===== src/rtl/vend_sale_sequencer.sv =====
// Sale sequencer: arbitrates buy buttons, latches change, runs motor, pays change coin by coin.
// Latency: grant registered (clear_credit/motor one cycle after request); one coin per hopper handshake.
// Backpressure: motor_done and hopper_ack gate progress; bounded by MOTOR_TIMEOUT/ACK_TIMEOUT, else sticky FAULT.
module vend_sale_sequencer #(
  parameter int WIDTH         = 4,
  parameter int PRICE_A       = 2,
  parameter int PRICE_B       = 3,
  parameter int MOTOR_TIMEOUT = 8,
  parameter int ACK_TIMEOUT   = 6
) (
  input  logic             clk,
  input  logic             reset,
  input  logic [WIDTH-1:0] credit,
  input  logic             comprarA,
  input  logic             comprarB,
  input  logic             motor_done,
  input  logic             hopper_ack,
  output logic             clear_credit,
  output logic             motor_a,
  output logic             motor_b,
  output logic             hopper_req,
  output logic             hopper_coin,
  output logic [WIDTH-1:0] change_left,
  output logic             listoA,
  output logic             listoB,
  output logic             busy,
  output logic             fault
);

  typedef enum logic [2:0] {
    ST_IDLE   = 3'd0,
    ST_VEND   = 3'd1,
    ST_CHANGE = 3'd2,
    ST_DONE   = 3'd3,
    ST_FAULT  = 3'd4
  } state_t;

  // One counter serves both the motor wait and the per-coin ack wait.
  localparam int TMAX = (MOTOR_TIMEOUT > ACK_TIMEOUT) ? MOTOR_TIMEOUT : ACK_TIMEOUT;
  localparam int CW   = $clog2(TMAX + 1);

  localparam logic [WIDTH-1:0] PRICE_A_W  = WIDTH'(PRICE_A);
  localparam logic [WIDTH-1:0] PRICE_B_W  = WIDTH'(PRICE_B);
  localparam logic [WIDTH-1:0] ONE_W      = WIDTH'(1);
  localparam logic [WIDTH-1:0] TWO_W      = WIDTH'(2);
  localparam logic [WIDTH-1:0] ZERO_W     = '0;
  localparam logic [CW-1:0]    MOTOR_LAST = CW'(MOTOR_TIMEOUT - 1);
  localparam logic [CW-1:0]    ACK_LAST   = CW'(ACK_TIMEOUT - 1);
  localparam logic [CW-1:0]    CNT_ONE    = CW'(1);

  // Product select encoding, shared by sel and rr_last.
  localparam logic SEL_A = 1'b0;
  localparam logic SEL_B = 1'b1;

  state_t           state_q, state_d;
  logic             sel_q, sel_d;          // product being sold
  logic             rr_last_q, rr_last_d;  // last product granted
  logic [WIDTH-1:0] change_q, change_d;    // change still owed
  logic [CW-1:0]    cnt_q, cnt_d;          // wait-cycle counter
  logic             req_q, req_d;          // hopper request
  logic             coin_q, coin_d;        // 1 = two-unit coin
  logic             clr_q, clr_d;          // clear_credit pulse

  logic             elig_a;
  logic             elig_b;
  logic             grant_b;
  logic [WIDTH-1:0] coin_val;

  // Eligibility and round-robin pick: B wins only if A is not eligible or A went last.
  always_comb begin
    elig_a  = comprarA && (credit >= PRICE_A_W);
    elig_b  = comprarB && (credit >= PRICE_B_W);
    grant_b = elig_b && (!elig_a || (rr_last_q == SEL_A));
  end

  // Next-state and register updates for the sale sequence.
  always_comb begin
    state_d   = state_q;
    sel_d     = sel_q;
    rr_last_d = rr_last_q;
    change_d  = change_q;
    cnt_d     = cnt_q;
    req_d     = req_q;
    coin_d    = coin_q;
    clr_d     = 1'b0;
    coin_val  = coin_q ? TWO_W : ONE_W;

    case (state_q)
      ST_IDLE: begin
        if (elig_a || elig_b) begin
          sel_d     = grant_b;
          rr_last_d = grant_b;
          change_d  = credit - (grant_b ? PRICE_B_W : PRICE_A_W);
          clr_d     = 1'b1;
          cnt_d     = '0;
          state_d   = ST_VEND;
        end
      end

      ST_VEND: begin
        if (motor_done) begin
          cnt_d = '0;
          if (change_q != ZERO_W) begin
            // First coin is requested in the very first CHANGE cycle.
            req_d   = 1'b1;
            coin_d  = (change_q >= TWO_W);
            state_d = ST_CHANGE;
          end else begin
            state_d = ST_DONE;
          end
        end else if (cnt_q == MOTOR_LAST) begin
          state_d = ST_FAULT;
        end else begin
          cnt_d = cnt_q + CNT_ONE;
        end
      end

      ST_CHANGE: begin
        if (req_q) begin
          if (hopper_ack) begin
            // Coin paid: drop req for one gap cycle before the next coin.
            change_d = change_q - coin_val;
            req_d    = 1'b0;
            cnt_d    = '0;
            if (change_q == coin_val) begin
              state_d = ST_DONE;
            end
          end else if (cnt_q == ACK_LAST) begin
            req_d   = 1'b0;
            state_d = ST_FAULT;
          end else begin
            cnt_d = cnt_q + CNT_ONE;
          end
        end else begin
          // Gap cycle: acks here are ignored; arm the next greedy coin.
          req_d  = 1'b1;
          coin_d = (change_q >= TWO_W);
          cnt_d  = '0;
        end
      end

      ST_DONE: begin
        state_d = ST_IDLE;
      end

      ST_FAULT: begin
        // Sticky: change_left stays frozen showing the amount owed.
        req_d   = 1'b0;
        state_d = ST_FAULT;
      end

      default: begin
        state_d = ST_IDLE;
        req_d   = 1'b0;
      end
    endcase
  end

  // State and datapath registers with synchronous reset; A is favoured first after reset.
  always_ff @(posedge clk) begin
    if (reset) begin
      state_q   <= ST_IDLE;
      sel_q     <= SEL_A;
      rr_last_q <= SEL_B;
      change_q  <= '0;
      cnt_q     <= '0;
      req_q     <= 1'b0;
      coin_q    <= 1'b0;
      clr_q     <= 1'b0;
    end else begin
      state_q   <= state_d;
      sel_q     <= sel_d;
      rr_last_q <= rr_last_d;
      change_q  <= change_d;
      cnt_q     <= cnt_d;
      req_q     <= req_d;
      coin_q    <= coin_d;
      clr_q     <= clr_d;
    end
  end

  // Outputs are decoded from registered state only, so they are glitch-free.
  assign clear_credit = clr_q;
  assign motor_a      = (state_q == ST_VEND) && (sel_q == SEL_A);
  assign motor_b      = (state_q == ST_VEND) && (sel_q == SEL_B);
  assign hopper_req   = req_q;
  assign hopper_coin  = req_q && coin_q;
  assign change_left  = change_q;
  assign listoA       = (state_q == ST_DONE) && (sel_q == SEL_A);
  assign listoB       = (state_q == ST_DONE) && (sel_q == SEL_B);
  assign busy         = (state_q != ST_IDLE);
  assign fault        = (state_q == ST_FAULT);

  // Structural invariants of the outputs.
  a_motor_excl: assert property (@(posedge clk) disable iff (reset) !(motor_a && motor_b));
  a_clr_pulse: assert property (@(posedge clk) disable iff (reset) clear_credit |=> !clear_credit);
  a_coin_stable: assert property (@(posedge clk) disable iff (reset)
    (hopper_req && !hopper_ack) |=> (!hopper_req || $stable(hopper_coin)));

endmodule


===== config.mk =====
export PLATFORM = sky130hd
export DESIGN_NAME = vend_sale_sequencer
export DESIGN_NICKNAME = d
export VERILOG_FILES = /design/src/rtl/vend_sale_sequencer.sv
export SDC_FILE = /design/constraint.sdc
export NUM_CORES = 1
export LEC_CHECK = 0
export CELL_PAD_IN_SITES_DETAIL_PLACEMENT = 2
export CELL_PAD_IN_SITES_GLOBAL_PLACEMENT = 2
export CORE_MARGIN = 2
export CORE_UTILIZATION = 32
export DETAILED_ROUTE_END_ITERATION = 10
export PLACE_DENSITY_LB_ADDON = 0.1
export SLEW_MARGIN = 0
export SYNTH_ARGS = -nofsm -noshare
export SYNTH_HDL_FRONTEND = slang
export SYNTH_SLANG_ARGS = --single-unit
export TNS_END_PERCENT = 20

===== constraint.sdc =====
create_clock -name clk -period 3.9 [get_ports clk]
set_input_delay 0.78 -clock clk [delete_from_list [all_inputs] [get_ports clk]]
set_output_delay 0.78 -clock clk [all_outputs]
set_load 0.005 [all_outputs]

* Word-level counts from Yosys, hierarchy flattened
Index checks and enable logic that the tools add are counted.
** Word-level totals
- Logic and storage cells :: 94
- Output and inout port bits :: 13
- Input bits :: 10
- Register bits after elaboration :: 16
** Cells by class
- Bitwise operators :: 4
- Muxes and demuxes :: 33
- Equality and inequality tests :: 18
- Reduce and logical (&&, ||, !) cells :: 25
- $lt $le $gt $ge :: 3
- Add/sub/neg operators :: 3
** Operator list (number)
- 4-bit two-way mux :: 9
- 3-bit two-way mux :: 7
- 4-bit by 2-bit >= comparator with 1-bit output (second input constant) :: 3
- 2-bit inequality test (second input constant) :: 6
- 3-bit inequality test (second input constant) :: 4
- 3-bit one-hot mux with 4 select lines :: 1
- 4-bit one-hot mux with 3 select lines :: 1
- 4-bit AND reduction :: 3
- 1-bit two-way mux :: 11
- 4-bit by 3-bit == test with 1-bit output (second input constant) :: 2
- 1-bit logical AND :: 8
- 4-bit one-hot mux with 2 select lines :: 1
- 4-bit by 2-bit subtractor with 4-bit output :: 2
- 3-bit by 2-bit == test with 1-bit output (second input constant) :: 2
- 3-bit nonzero test :: 2
- 5-bit AND reduction :: 1
- 4-bit by 1-bit adder with 4-bit output (second input constant) :: 1
- 4-bit by 2-bit == test with 1-bit output :: 1
- 4-bit inequality test (second input constant) :: 1
- 1-bit NOT :: 4
- 2-bit nonzero test :: 2
- 4-bit nonzero test :: 1
- 2-bit OR reduction :: 2
- 3-bit by 1-bit == test with 1-bit output (second input constant) :: 1
- 9 further kinds :: 10

* Depth between registers and ports, before layout
Gate-level depths: netlist of the first run.
- Word-level depth :: 9
- Mapped depth :: 9
- Gate-level depth less buffers :: 9

* Worst setup path before layout of the first run
OpenSTA, ideal clock, no wires.
- Path type :: in2reg
- From :: input port credit[2]
- To :: register change_q[2] (netlist: change_left[2])
- Buffers on the path :: 0
- Cell stages on the path :: 9
- Path slack :: 1.787 ns
- Required time :: 3.767 ns
- Setup time :: 0.133 ns
- Arrival time :: 1.980 ns
- Cells stage by stage :: nor2_1 a221oi_1 ha_1 inv_1 ha_1 xor2_1 nor2_1 o2bb2ai_1 a31oi_1
** Between the ends
- Word-level cells in the longest chain between the ends :: 9
- Elaborated cells between the ends (all ways) :: 14
- Those cells by class :: 1 x add/sub; 2 x order compare; 1 x eq/ne; 3 x mux; 7 x reduce/logical
** Ends and longest elaborated chain
- start: declaration :: RTL line 13 : input logic [WIDTH-1:0] credit,
- 4-bit by 2-bit >= comparator with 1-bit output :: RTL line 71 : elig_a = comprarA && (credit >= PRICE_A_W);
- 1-bit logical AND :: RTL line 71
- 1-bit logical NOT :: RTL line 73 : grant_b = elig_b && (!elig_a || (rr_last_q == SEL_A));
- 1-bit logical OR :: RTL line 73
- 1-bit logical AND (*) :: RTL line 73
- net grant_b :: RTL line 66 : logic grant_b;
- 1-bit two-way mux (*) :: RTL line 93 : change_d = credit - (grant_b ? PRICE_B_W : PRICE_A_W);
- 4-bit by 2-bit subtractor with 4-bit output (*) :: RTL line 93
- 4-bit two-way mux (*) :: RTL line 90 : if (elig_a || elig_b) begin
- 4-bit one-hot mux with 2 select lines (*) :: RTL line 88 : case (state_q)
- end signal: assignment :: RTL line 174 : change_q <= change_d;
- end: declaration :: RTL line 58 : logic [WIDTH-1:0] change_q, change_d;
The timed path passes the listed nets; every way through them passes the cells marked *. The select of a mux whose other input is x is not followed.
A chain may end at the register's enable or synchronous reset.

* Worst setup path in the final report of the first run
- From :: register state_q[0]
- To :: output port motor_b
** Between the ends
- Word-level cells in the longest chain between the ends :: 2
** Ends and longest elaborated chain
- start: declaration :: RTL line 55 : state_t state_q, state_d;
- start signal: assignment :: RTL line 171 : state_q <= state_d;
- 3-bit by 1-bit == test with 1-bit output :: RTL line 185 : assign motor_b = (state_q == ST_VEND) && (sel_q == SEL_B);
- 1-bit logical AND :: RTL line 185
- end: declaration :: RTL line 20 : output logic motor_b,
Every way passes these cells.

==> impl_metrics.yaml, run 1 <==
setup_path:
  cp-start-kind: "flip-flop"
  path_max_fanout: 16
  critical_path_class: "reg2out"
  critPathArrivalTime_ns: 2.00
  cp.required_ns: 3.12
  endpoint_kind: "output port"
floorplan:
  design.portCount: 23
  dieArea_um2: 4360
  die_w_um: 66.0
  core_area_um2: 3690
  rows: 22
  initial_utilization_pct: 33.4
  die_h_um: 66.0
global_routing:
  groute.layer.met2.usage_pct: 39.3
  grt-ovfl-total: 0
  grt_pass1_vias: 1420
  grt_pass1_wl_um: 7000
  grtUsageMet1_pct: 25.3
  grt_max_degree: 17
  grt-busiest-layer: "met2"
  grt.met3_usage_pct: 2.21
  antenna_found_initial: 0
  grt_use_total_pct: 21.1
layout:
  final_cells: 219
  final_common_cell: "clkdlybuf4s50_1"
  fin_nets: 190
  drive_above_1_share_pct: 6.43
  areaGrowthSynthToFinish_pct: 22.8
  num_antenna_cells: 0
  final_cell_mix: "clkdlybuf4s50_1 (22), dfxtp_1 (16), inv_1 (15)"
  design_area_um2: 1510
place:
  port_buffers: 22
  gp_congestion: 0.734
  dp_hpwl_um: 3120
  place_inst: 216
  placed_cell_area_um2: 1470
  place_ws_ns: 0.961
sta:
  maxSlewHeadroom_pct: 43.2
  finalCritPeriodShare_pct: 71.3
  final-setup-viol-count: 0
  period_needed_ns: 2.78
  skew_ns: 0.000730
  setup_ws_ns: 1.12
  setup_tns_ns: 0
  finalMaxSlewViolations: 0
  tightest_slew_ns: 0.850
  max_freq_mhz: 359
  grt_setup_unrepaired: "false"
  finalHoldViolations: 0
clocking:
  insertion_delay_ns: 0.25
  root_buffer: "clkbuf_8"
  clk_pin_slew_ns: 0.07
  cts_buffers: 3
  ctsHoldBuffers: 0
  tritoncts: "yes"
  cts_resized: 0
  cts_sinks: 16
  cts_setup_buffers: 0
  htree_levels: 1
  ctsLongestPathBuffers: 2
logic_synthesis:
  synth.avg_cell_area_um2: 8.05
  yosysUniqueCellTypes: 53
  yosys_warnings: 0
  syn_nets: 170
  ys_seq_area_share_pct: 26.0
  async_reset_ff_share_pct: 0
  syn_area_um2: 1230
  ys_seq_elements: 16
  synth-edff-count: 0
  ys.flop_type: "dfxtp_1"
  netlist_instances: 153
route:
  drtIter0Drc: 23
  post_drt_wl_per_cell_um: 18.7
  first_pass_iters: 4
  drt_wl_total_um: 4100
  vias: 1267
  ant_nets: 0
  via_per_inst: 5.79
  drc: 0
power_and_ir_drop:
  p_per_area_nw_per_um2: 439
  ir_worst_vdd_mv: 0.245
  leakagePower_nw: 0.543
status:
  status: "finished clean"
worst_hold_path:
  hold_class: "reg2reg"
run:
  max_cap_violations: 0
==> routing by layer <==
metal / up-vias / wire length (um) / part of all wire (%)
met1: 630 / 1920 / 47
met3: 2 / 94 / 2.3
li1: 619 / - / -
met5: - / 0 / 0
met2: 16 / 2060 / 50
met4: 0 / 24 / 0.59
==> stage by stage <==
stage / utilization, % / total power (W) / hold WS (ns)
finish: 41.0 / 0.000664 / 0.507
global placement: 39.9 / 0.000517 / 0.492
CTS: 41.0 / 0.000668 / 0.514
floorplan: - / 0.000420 / 0.456
global route: 41.0 / 0.000720 / 0.543
detailed placement: 39.9 / 0.000537 / 0.506
==> cell families (layout without fill, tap and decap cells) <==
| group | after synthesis | after routing | share of synthesized area [%] |
|---|---|---|---|
| xor gates and xnor gates | 1 | 1 | 0.712 |
| adders and majority gates | 7 | 7 | 7.72 |
| and+or+nand+nor | 57 | 57 | 28.3 |
| buffers and inverters | 24 | 42 | 8.84 |
| DFF | 16 | 16 | 26.0 |
| AOI/OAI and AO/OA | 48 | 48 | 28.5 |
==> state kept, by name, indices dropped and copies added (netlist names) <==
| signal | count |
|---|---|
| coin_q | 1 |
| clear_credit | 1 |
| hopper_req | 1 |
| state_q | 3 |
| change_left | 4 |
| sel_q | 1 |
| cnt_q | 4 |
| rr_last_q | 1 |
==> cells in the mapped netlist (2+ instances only) <==
master / n / area share, %
a211oi_1: 3 / 1.8
a21oi_1: 8 / 3.3
a31oi_1: 4 / 2.0
and3b_1: 2 / 1.4
buf_2: 3 / 1.2
buf_6: 2 / 1.8
clkbuf_1: 3 / 0.91
dfxtp_1: 16 / 26
ha_1: 6 / 6.1
inv_1: 15 / 4.6
nand2_1: 5 / 1.5
nand2b_1: 2 / 1.0
nand3_1: 7 / 2.8
nand4_1: 3 / 1.5
nor2_1: 8 / 2.4
nor2b_1: 7 / 3.6
nor3_1: 5 / 2.0
nor3b_1: 3 / 1.8
nor4_1: 4 / 2.0
o21ai_0: 6 / 2.4
o31ai_1: 4 / 2.4
o41ai_1: 5 / 3.6
or4_1: 2 / 1.2
==> critical path: stages, from the launching register on <==
cell,delay (ns)
dfxtp_1,0.70
nor3b_1,0.38
and2_1,0.18
clkdlybuf4s50_1,0.49
==> power breakdown <==
group	switching, W	internal (W)
combinational	0.000143	0.000139
clock	0.0000629	0.0000686
sequential	0.0000589	0.000191
total	0.000265	0.000399
==> final timing paths <==
kind / startpoint / to / slack (ns) / cells after the start
setup reg to reg: state_q[1]$_SDFFE_PP0P_ / state_q[0]$_SDFFE_PP0P_ / 1.64 / 4
hold / removal: cnt_q[3]$_SDFFE_PP0P_ / cnt_q[3]$_SDFFE_PP0P_ / 0.51 / 1
hold reg to reg: cnt_q[3]$_SDFFE_PP0P_ / cnt_q[3]$_SDFFE_PP0P_ / 0.51 / 1
setup / recovery: state_q[0]$_SDFFE_PP0P_ / motor_b / 1.12 / 3
==> area by class of cell <==
| cell class | instances | area [um2] |
|---|---|---|
| fill | 440 | 2180 |
| tap | 48 | 60.1 |
| inverter | 16 | 60.1 |
| sequential | 16 | 320 |
| timing repair buffer | 23 | 228 |
| multi-input combinational | 113 | 802 |
| clock buffer | 3 | 41.3 |
Power figures use the tool's default switching activity.
==> inputs of run 2 (changes only) <==
- CORE_UTILIZATION: 32 -> 27
- clock period: 3.9 -> 2.25 ns (I/O delays scaled with it)
==> run 2 against run 1 <==
Against the previous run:
- die area rose by 17%
- worst hold slack better by 0.013 ns
- critical path depth unchanged
- clock skew up 0.0020 ns
- largest power group unchanged
==> impl_metrics.yaml, run 2 (synthesis gave the netlist of run 1 again) <==
clocking:
  htree_levels: 1
  ctsHoldBuffers: 0
  clk_pin_slew_ns: 0.07
  cts_setup_buffers: 0
  ctsLongestPathBuffers: 2
  cts_resized: 0
  insertion_delay_ns: 0.25
  tritoncts: "yes"
  cts_buffers: 3
  cts_sinks: 16
  root_buffer: "clkbuf_8"
sta:
  final-setup-viol-count: 0
  holdWs_ns: 0.520
  maxSlewHeadroom_pct: 75.0
  setup_ws_ns: 0.146
  setup_tns_ns: 0
  grt_setup_unrepaired: "false"
  skew_ns: 0.00275
  tightest_slew_ns: 0.370
  max_freq_mhz: 475
  finalHoldViolations: 0
  finalCritPeriodShare_pct: 93.5
  period_needed_ns: 2.10
  finalMaxSlewViolations: 0
global_routing:
  grt_use_total_pct: 18.0
  antenna_found_initial: 0
  grt_max_degree: 20
  grt_pass1_wl_um: 7330
  grt_pass1_vias: 1452
  grt-ovfl-total: 0
power_and_ir_drop:
  p_sw_w: 0.000474
  p_per_area_nw_per_um2: 731
  leakagePower_nw: 0.630
  ir_worst_vdd_mv: 0.230
  p_int_w: 0.000736
  clkPwrFrac_pct: 19.0
  pwr-share-seq_pct: 33.1
  switching_share_pct: 39.2
  comb_power_share_pct: 47.9
layout:
  num_antenna_cells: 0
  final_cells: 239
  final_common_cell: "clkdlybuf4s50_1"
  fin_nets: 206
  areaGrowthSynthToFinish_pct: 34.5
  final_cell_mix: "clkdlybuf4s50_1 (22), buf_4 (17), inv_1 (15), dfxtp_1 (15)"
  drive_above_1_share_pct: 16.0
floorplan:
  dieArea_um2: 5120
  die_h_um: 71.5
  design.portCount: 23
  rows: 24
  die_w_um: 71.5
  initial_utilization_pct: 28.1
  core_area_um2: 4380
status:
  status: "finished clean"
setup_path:
  slowest_stage: "clkdlybuf4s50_1"
  path_cells: "inv_2 > nor3_1 > clkdlybuf4s50_1"
  max_stage_delay_ns: 0.55
  critPathArrivalTime_ns: 1.65
  cp.required_ns: 1.80
  path_max_fanout: 5
  critical_path_class: "reg2out"
  cp-start-kind: "flip-flop"
  endpoint_kind: "output port"
place:
  port_buffers: 22
  gp_congestion: 0.793
  place_ws_ns: -0.116
  dp_hpwl_um: 3370
  place_inst: 236
route:
  drtIter0Drc: 37
  ant_nets: 0
  first_pass_iters: 4
  via_per_inst: 5.64
  vias: 1349
  drc: 0
  drt_wl_total_um: 4280
  post_drt_wl_per_cell_um: 17.9
run:
  max_cap_violations: 0
worst_hold_path:
  hold_class: "reg2reg"
-- run 2: changes by cell type in the layout (fill, tap and decap cells not counted) --
| cell | previous run | this run |
|---|---|---|
| nor3_2 | 1 | 0 |
| nor3_4 | 0 | 1 |
| nor3b_2 | 0 | 1 |
| dfxtp_2 | 0 | 1 |
| a221oi_2 | 0 | 1 |
| dfxtp_1 | 16 | 15 |
| nor3b_1 | 3 | 2 |
| a221oi_1 | 1 | 0 |
| buf_4 | 1 | 17 |
-- run 2: worst paths after layout --
path / slack (ns) / end / startpoint / cells past startpoint
max: 0.15 / fault / state_q[2]$_SDFFE_PP0P_ / 3
min: 0.52 / change_left[0]$_SDFFE_PP0P_ / change_left[0]$_SDFFE_PP0P_ / 2
max reg2reg: 0.40 / state_q[0]$_SDFFE_PP0P_ / cnt_q[0]$_SDFFE_PP0P_ / 5
min reg2reg: 0.52 / change_left[0]$_SDFFE_PP0P_ / change_left[0]$_SDFFE_PP0P_ / 2
-- run 2: per-stage QoR --
| step | instance area, um2 | power [W] | util (%) |
|---|---|---|---|
| final | 1660 | 0.00121 | 37.8 |
| after global routing | 1660 | 0.00131 | 37.8 |
| after CTS | 1640 | 0.00121 | 37.3 |
| after detailed placement | 1600 | 0.000978 | 36.4 |
| after global placement | 1600 | 0.000947 | 36.4 |
| after floorplan | 1230 | 0.000727 | - |
-- run 2: power groups by stage --
stage,clock [W],sequential (W),combinational [W]
after detailed placement,0,0.000406,0.000572
after floorplan,0,0.000380,0.000348
final,0.000230,0.000401,0.000579
after CTS,0.000237,0.000398,0.000577
after global placement,0,0.000401,0.000546
after global routing,0.000251,0.000412,0.000646
-- run 2: final cells by class --
type	instances	area (um2)
Clock buffer	3	41.3
Fill cell	506	2730
Inverter	16	60.1
Multi-Input combinational cell	113	820
Sequential cell	16	322
Tap cell	52	65.1
Timing Repair Buffer	39	348
-- run 2: metal layers --
metal | share of wire [%] | global-route usage (%)
met1 | 48 | 23.7
met2 | 48 | 30.7
met3 | 2.5 | 2.39
met4 | 1.1 | 5.24
met5 | 0 | 0
-- run 2: critical path, delay by kind of cell (launching register included) --
kind,cells,cell delay (ns)
buffers and inverters,2,0.66
DFF,1,0.48
and+or+nand+nor,1,0.26
